### src/rtl/signed_step_counter.sv
// Three debounced pushbuttons drive a saturating 4-bit signed counter (-8..+7) for the display stage.
// Optional build macro AUTO_REPEAT_EN adds hold-to-repeat on the up/down buttons.
module signed_step_counter #(
    parameter logic [31:0] DB_CNT     = 32'd1000000,
    parameter logic [31:0] RPT_DELAY  = 32'd50000000,
    parameter logic [31:0] RPT_PERIOD = 32'd20000000
) (
    input  logic              clk,
    input  logic              rst,
    input  logic              btn_up,
    input  logic              btn_dn,
    input  logic              btn_clr,
    output logic signed [3:0] digit,
    output logic              sat
);

    localparam int UP  = 0;
    localparam int DN  = 1;
    localparam int CLR = 2;

    logic [2:0]        w_raw;
    logic [2:0]        r_s1;
    logic [2:0]        r_s2;
    logic [2:0]        r_db;
    logic [2:0]        r_db_q;
    logic [31:0]       r_cnt [3];
    logic [2:0]        w_press;
    logic              w_rpt_up;
    logic              w_rpt_dn;
    logic              w_step_up;
    logic              w_step_dn;
    logic              w_clr;
    logic signed [3:0] w_digit_nxt;
    logic              w_sat_nxt;

    // A step in the requested direction would leave the -8..+7 range.
    function automatic logic f_at_limit(input logic signed [3:0] v, input logic up);
        return up ? (v == 4'sb0111) : (v == 4'sb1000);
    endfunction

    assign w_raw = {btn_clr, btn_dn, btn_up};

    // Stage 0: synchronise, debounce and remember the previous debounced level
    always_ff @(posedge clk) begin
        if (rst) begin
            r_s1   <= '0;
            r_s2   <= '0;
            r_db   <= '0;
            r_db_q <= '0;
            for (int i = 0; i < 3; i++) r_cnt[i] <= '0;
        end else begin
            r_s1   <= w_raw;
            r_s2   <= r_s1;
            r_db_q <= r_db;
            for (int i = 0; i < 3; i++) begin
                if (r_s2[i] != r_db[i]) begin
                    if (r_cnt[i] == DB_CNT - 32'd1) begin
                        r_db[i]  <= r_s2[i];
                        r_cnt[i] <= '0;
                    end else begin
                        r_cnt[i] <= r_cnt[i] + 32'd1;
                    end
                end else begin
                    r_cnt[i] <= '0;
                end
            end
        end
    end

    assign w_press = r_db & ~r_db_q;

`ifdef AUTO_REPEAT_EN
    logic        w_hold;
    logic        w_rpt;
    logic        r_rpt_armed;
    logic [31:0] r_rpt_cnt;

    // Exactly one of up/down held; the first repeat waits RPT_DELAY, later ones RPT_PERIOD.
    assign w_hold = r_db[UP] ^ r_db[DN];
    assign w_rpt  = w_hold &&
                    (r_rpt_cnt == (r_rpt_armed ? RPT_PERIOD - 32'd1 : RPT_DELAY - 32'd1));

    always_ff @(posedge clk) begin
        if (rst || !w_hold || w_press[CLR]) begin
            r_rpt_cnt   <= '0;
            r_rpt_armed <= 1'b0;
        end else if (w_rpt) begin
            r_rpt_cnt   <= '0;
            r_rpt_armed <= 1'b1;
        end else begin
            r_rpt_cnt   <= r_rpt_cnt + 32'd1;
        end
    end

    assign w_rpt_up = w_rpt & r_db[UP];
    assign w_rpt_dn = w_rpt & r_db[DN];
`else
    logic w_unused_rpt;
    assign w_unused_rpt = ^{RPT_DELAY, RPT_PERIOD};
    assign w_rpt_up     = 1'b0;
    assign w_rpt_dn     = 1'b0;
`endif

    assign w_clr     = w_press[CLR];
    assign w_step_up = w_press[UP] | w_rpt_up;
    assign w_step_dn = w_press[DN] | w_rpt_dn;

    always_comb begin
        w_digit_nxt = digit;
        w_sat_nxt   = 1'b0;
        if (w_clr) begin
            w_digit_nxt = '0;
        end else if (w_step_up && w_step_dn) begin
            w_digit_nxt = digit;
        end else if (w_step_up) begin
            if (f_at_limit(digit, 1'b1)) w_sat_nxt = 1'b1;
            else                         w_digit_nxt = digit + 4'sd1;
        end else if (w_step_dn) begin
            if (f_at_limit(digit, 1'b0)) w_sat_nxt = 1'b1;
            else                         w_digit_nxt = digit - 4'sd1;
        end
    end

    // Stage 1: registered value and saturation pulse to the display stage
    always_ff @(posedge clk) begin
        if (rst) begin
            digit <= '0;
            sat   <= 1'b0;
        end else begin
            digit <= w_digit_nxt;
            sat   <= w_sat_nxt;
        end
    end

endmodule

### config.mk
export PLATFORM = sky130hd
export DESIGN_NAME = signed_step_counter
export DESIGN_NICKNAME = d
export VERILOG_FILES = /design/src/rtl/signed_step_counter.sv
export SDC_FILE = /design/constraint.sdc
export NUM_CORES = 1
export LEC_CHECK = 0
export CELL_PAD_IN_SITES_DETAIL_PLACEMENT = 2
export CELL_PAD_IN_SITES_GLOBAL_PLACEMENT = 2
export CORE_ASPECT_RATIO = 1.5
export CORE_MARGIN = 5
export CORE_UTILIZATION = 44
export CTS_BUF_LIST = sky130_fd_sc_hd__clkbuf_2 sky130_fd_sc_hd__clkbuf_4 sky130_fd_sc_hd__clkbuf_8
export CTS_CLUSTER_SIZE = 30
export DETAILED_ROUTE_END_ITERATION = 7
export PLACE_DENSITY_LB_ADDON = 0.1
export SYNTH_ARGS = -nofsm -noshare
export SYNTH_HDL_FRONTEND = slang
export SYNTH_SLANG_ARGS = --single-unit
### constraint.sdc
create_clock -name clk -period 2.27 [get_ports clk]
set_clock_uncertainty 0.05 [all_clocks]
set_input_delay 0.454 -clock clk [delete_from_list [all_inputs] [get_ports clk]]
set_output_delay 0.454 -clock clk [all_outputs]
set_load 0.05 [all_outputs]
==> impl_metrics.tcl <==
set metrics [dict create \
    syn_area_per_cell_sq_um 10.5 \
    area_growth_pct 23.4 \
    io_pins 10 \
    arrival_ns 2.37 \
    worstPathRequired_ns 2.41 \
    grt_start_max_net_pins 33 \
    crit_type "flip-flop to flip-flop" \
    die_width_um 106 \
    synth_enable_flop_cells 96 \
    fp.dieH_um 155 \
    ys_seq_area_share_pct 52.5 \
    syn_inst 586 \
    tritoncts "built" \
    setup_viol 0 \
    ys_types 51 \
    synthFlopType "edfxtp_1" \
    status "complete, no violations" \
    synth_seq_cells 113 \
    path_clk_slew_ns 0.08 \
    period_needed_ns 2.23 \
    post_synth_instance_area_sq_mm 0.00614 \
    grt_overflow_total 0 \
    htree_levels 4 \
    slew_headroom_pct 57.6 \
    viasPerCell 5.62 \
    fp.dieArea_sq_mm 0.0165 \
    grt_pass1_vias 5774 \
    final-instance-count-excl-fill 912 \
    portBuffers 9 \
    first_pass_iters 4 \
    start_kind "flip-flop" \
    async_flop_share_pct 0 \
    worst_pin_slew_ns 0.627 \
    start_util_pct 44.3 \
    max-cap-violations 0 \
    vias 5129 \
    power.total_uw 4660 \
    drc 0 \
    finalCritPeriodShare_pct 98.3 \
    clock_sinks 113 \
    postCtsHoldBufs 0 \
    max_freq_mhz 448 \
    drtIter0Drc 167 \
    antenna_found_initial 0 \
    powerDensity_mw_per_mm2 615 \
    wl_um 20900 \
    final_net_count 745 \
    routedWlPerCell_um 22.9 \
    clock_latency_ns 0.45 \
    grt_use_total_pct 25.5 \
    clockBufferDepth 2 \
    num_rows 53 \
    place_inst 868 \
    hold_viol_final 0 \
    ant_nets 0 \
    grt_pass1_wl_um 32100 \
    dp_hpwl_um 11900 \
    gp_congestion 0.768 \
    ir_drop_mv 0.359 \
    worstPathMaxFanout 16 \
    drive_above_1_share_pct 15.1 \
    ys_warn_count 0 \
    core_sq_mm 0.0139 \
    setup_tns_ns 0 \
    endpoint_kind "flip-flop" \
    worst_hold_path_type "flip-flop to flip-flop" \
    num_antenna_cells 0 \
    numCtsBuffers 17 \
    p_leak_uw 0.00283 \
    slew_viol_final 0 \
    cts_root_buf "clkbuf_8" \
]
==> cell type report <==
class / count / area, sq um
clock buffers: 19 / 262
clock inverters: 13 / 131
fillers: 1395 / 6280
inverters: 11 / 41.3
multi-input cells: 538 / 3250
flip-flops and latches: 113 / 3220
well taps: 165 / 206
repair buffers: 53 / 467
==> stage by stage <==
step	util (%)	setup slack, ns	hold WS, ns	instance area [sq um]
after floorplan	-	0.279	0.364	6500
after global placement	50.3	0.140	0.368	6970
after detailed placement	50.3	-0.0150	0.397	6970
after CTS	53.6	-0.00206	0.426	7430
after global routing	54.7	-0.0695	0.442	7580
final	54.7	0.0381	0.421	7580
==> where the power goes <==
part,total (uW),switching [uW],leakage (uW),internal (uW)
combinational,252,152,0.00149,100
sequential,2430,102,0.00113,2330
clock,1980,946,0.000211,1030
total,4660,1200,0.00283,3460
==> Yosys cell counts (3+ instances only) <==
cell type,instances,area [sq um]
o21ai_0,9,45.0
or3_1,13,81.3
nand4_1,34,213
dfxtp_1,17,340
mux2i_1,3,30.0
xor2_1,55,482
clkbuf_1,6,22.5
nor4_1,14,87.6
xnor2_1,29,254
inv_1,11,41.3
and3_1,15,93.8
and4_1,11,96.3
buf_2,10,50.1
nor4b_1,6,52.6
nor3_1,13,65.1
nand2_1,30,113
a21o_1,3,22.5
ha_1,5,62.6
nor2b_1,15,93.8
a21oi_1,12,60.1
nor2_1,102,383
edfxtp_1,96,2880
nand3_1,39,195
==> worst paths after layout <==
path	start	to	slack, ns	cells past startpoint
worst min register to register	r_s1[2]	r_s2[2]	0.42	1
worst max register to register	r_cnt[2][21]	r_cnt[2][28]	0.04	7
worst min-delay path	r_s1[2]	r_s2[2]	0.42	1
worst max-delay path	r_cnt[2][21]	r_cnt[2][28]	0.04	7
==> sequential cells by signal, summed over array words and instances, names as in the netlist <==
| name | count |
|---|---|
| r_cnt | 96 |
| digit | 4 |
| r_db | 3 |
| r_db_q | 3 |
| r_s1 | 3 |
| r_s2 | 3 |
| sat | 1 |
==> cell families after synthesis <==
kind of cell / synth area share, %
compound gates: 2.79
xor+xnor: 12.0
fa+ha+maj: 1.34
buf+inv: 2.24
flops: 52.5
mux: 0.855
other cells: 0.0610
simple gates: 28.3
==> critical path: stages, from the launching register on <==
cell and delay (ns):
edfxtp_1 0.45, nor4_1 0.37, nand3_1 0.21, nor4_4 0.33
buf_4 0.16, or3_4 0.16, clkbuf_16 0.19, a21oi_1 0.06
==> placed cells by master (no fill, tap or decap), drive strengths merged, types with 6 or more instances in the layout <==
cell type	n
and4	12
nand4	37
nand3	41
and3	16
conb	96
or3	13
nor2b	15
dfxtp	17
clkbuf	20
xor2	55
edfxtp	96
clkinv	6
nor4b	6
buf	43
xnor2	29
nand2	30
inv	16
a21oi	12
o21ai	9
nor3	15
clkdlybuf4s50	6
nor4	16
nor2	104
==> layer usage <==
metal	share of wire [%]	GRT usage (%)	vias to the layer above
li1	-	-	2333
met1	37	26.8	2626
met2	56	48.9	105
met3	2.5	3.80	65
met4	4.1	11.9	0
met5	0	0	-
==> timing repair <==
action,4_1_cts,5_1_grt
hold endpoints to repair,0,0
pin swaps,2,2
buffers inserted,4,7
endpoints found under the setup margin,66,84
gates cloned,0,1
gates resized for setup,10,15
No activity file was read; power rests on OpenSTA's default activity.
==> RTL change: new RTL, same flow settings <==
Build with the macro `AUTO_REPEAT_EN` defined.
--- a/src/rtl/signed_step_counter.sv
+++ b/src/rtl/signed_step_counter.sv
@@ -2,2 +2,4 @@
 // Optional build macro AUTO_REPEAT_EN adds hold-to-repeat on the up/down buttons.
+`define AUTO_REPEAT_EN
+
 module signed_step_counter #(
Check against the original RTL: no difference found for any inputs over 10 cycles, from zero or initial values and one cycle with rst high; that may be too few to reach the edited logic, so the function may still have changed.
==> RTL change against the original RTL <==
The run now fails in clock tree synthesis (4_1_cts). Synthesized area is 23% higher.
==> RTL change: results (changes against the original RTL) <==
status=did not finish (was finished clean); Failed at=clock tree synthesis (4_1_cts); First Err=[ERROR DPL-0033] detailed placement checks failed during check placement.; number of synthesized flops with an enable pin=96 (unchanged); Area contributors post-synth=edfxtp_1 (38%), dfxtp_1 (13%), xor2_1 (9.4%), nor2_1 (7.1%), xnor2_1 (4.7%) (was edfxtp_1 (47%), xor2_1 (7.8%), nor2_1 (6.2%), dfxtp_1 (5.5%), xnor2_1 (4.1%)); sequential area share after synthesis=51.3% (was 52.5%); Post-CTS Resized=105 (was 10); count of different cell masters after synthesis=61 (was 51); Ys Warns=0 (unchanged); Synth Flop Type=edfxtp_1 (unchanged); placed wire-length estimate=17,500 um (was 11,900 um); #FFs+latches synth=146 (was 113); clock root buffer master=clkbuf_8 (unchanged); RePlAce Congestion=0.814 (was 0.768); total CTS buffers=17 (unchanged); Cell Rows=58 (was 53); post-CTS setup repair buffer count=16 (was 4); top post-synthesis cells by count=nor2_1 (144), edfxtp_1 (96), xor2_1 (81) (was nor2_1 (102), edfxtp_1 (96), xor2_1 (55)); input/output buffers=9 (unchanged); Clock Path Buffers=2 (unchanged); most numerous cell in the Yosys netlist=nor2_1 (unchanged); H-tree depth=4 (unchanged); FFs w/ async S/R, synth=0% (unchanged)
-- RTL change: cell types whose count changed after synthesis, moves of 12 or more --
cell	delta
dfxtp_1	+33
nand2_1	+29
xnor2_1	+12
nor2_1	+42
xor2_1	+26
and3_1	+13
-- RTL change: cells by family after synthesis --
group                    after synthesis  synth area share [%]
flip-flops                           146                  51.3
AND/OR/NAND/NOR                      400                  26.6
multiplexers                           8                  1.14
XOR/XNOR                             122                  14.1
adder cells (fa/ha/maj)                7                  1.26
buffers and inverters                 30                  1.95
other                                  1                0.0495
AO/OA/AOI/OAI                         31                  3.60
-- RTL change: through the flow --
step | instances | worst slack (ns) | instance area, sq um | setup TNS [ns] | hold WS, ns
2_1_floorplan | 840 | -0.740 | 7950 | -1.09 | 0.364
3_3_place_gp | 1121 | -0.566 | 8850 | -4.46 | 0.385
3_5_place_dp | 1121 | -0.772 | 8850 | -8.70 | 0.400
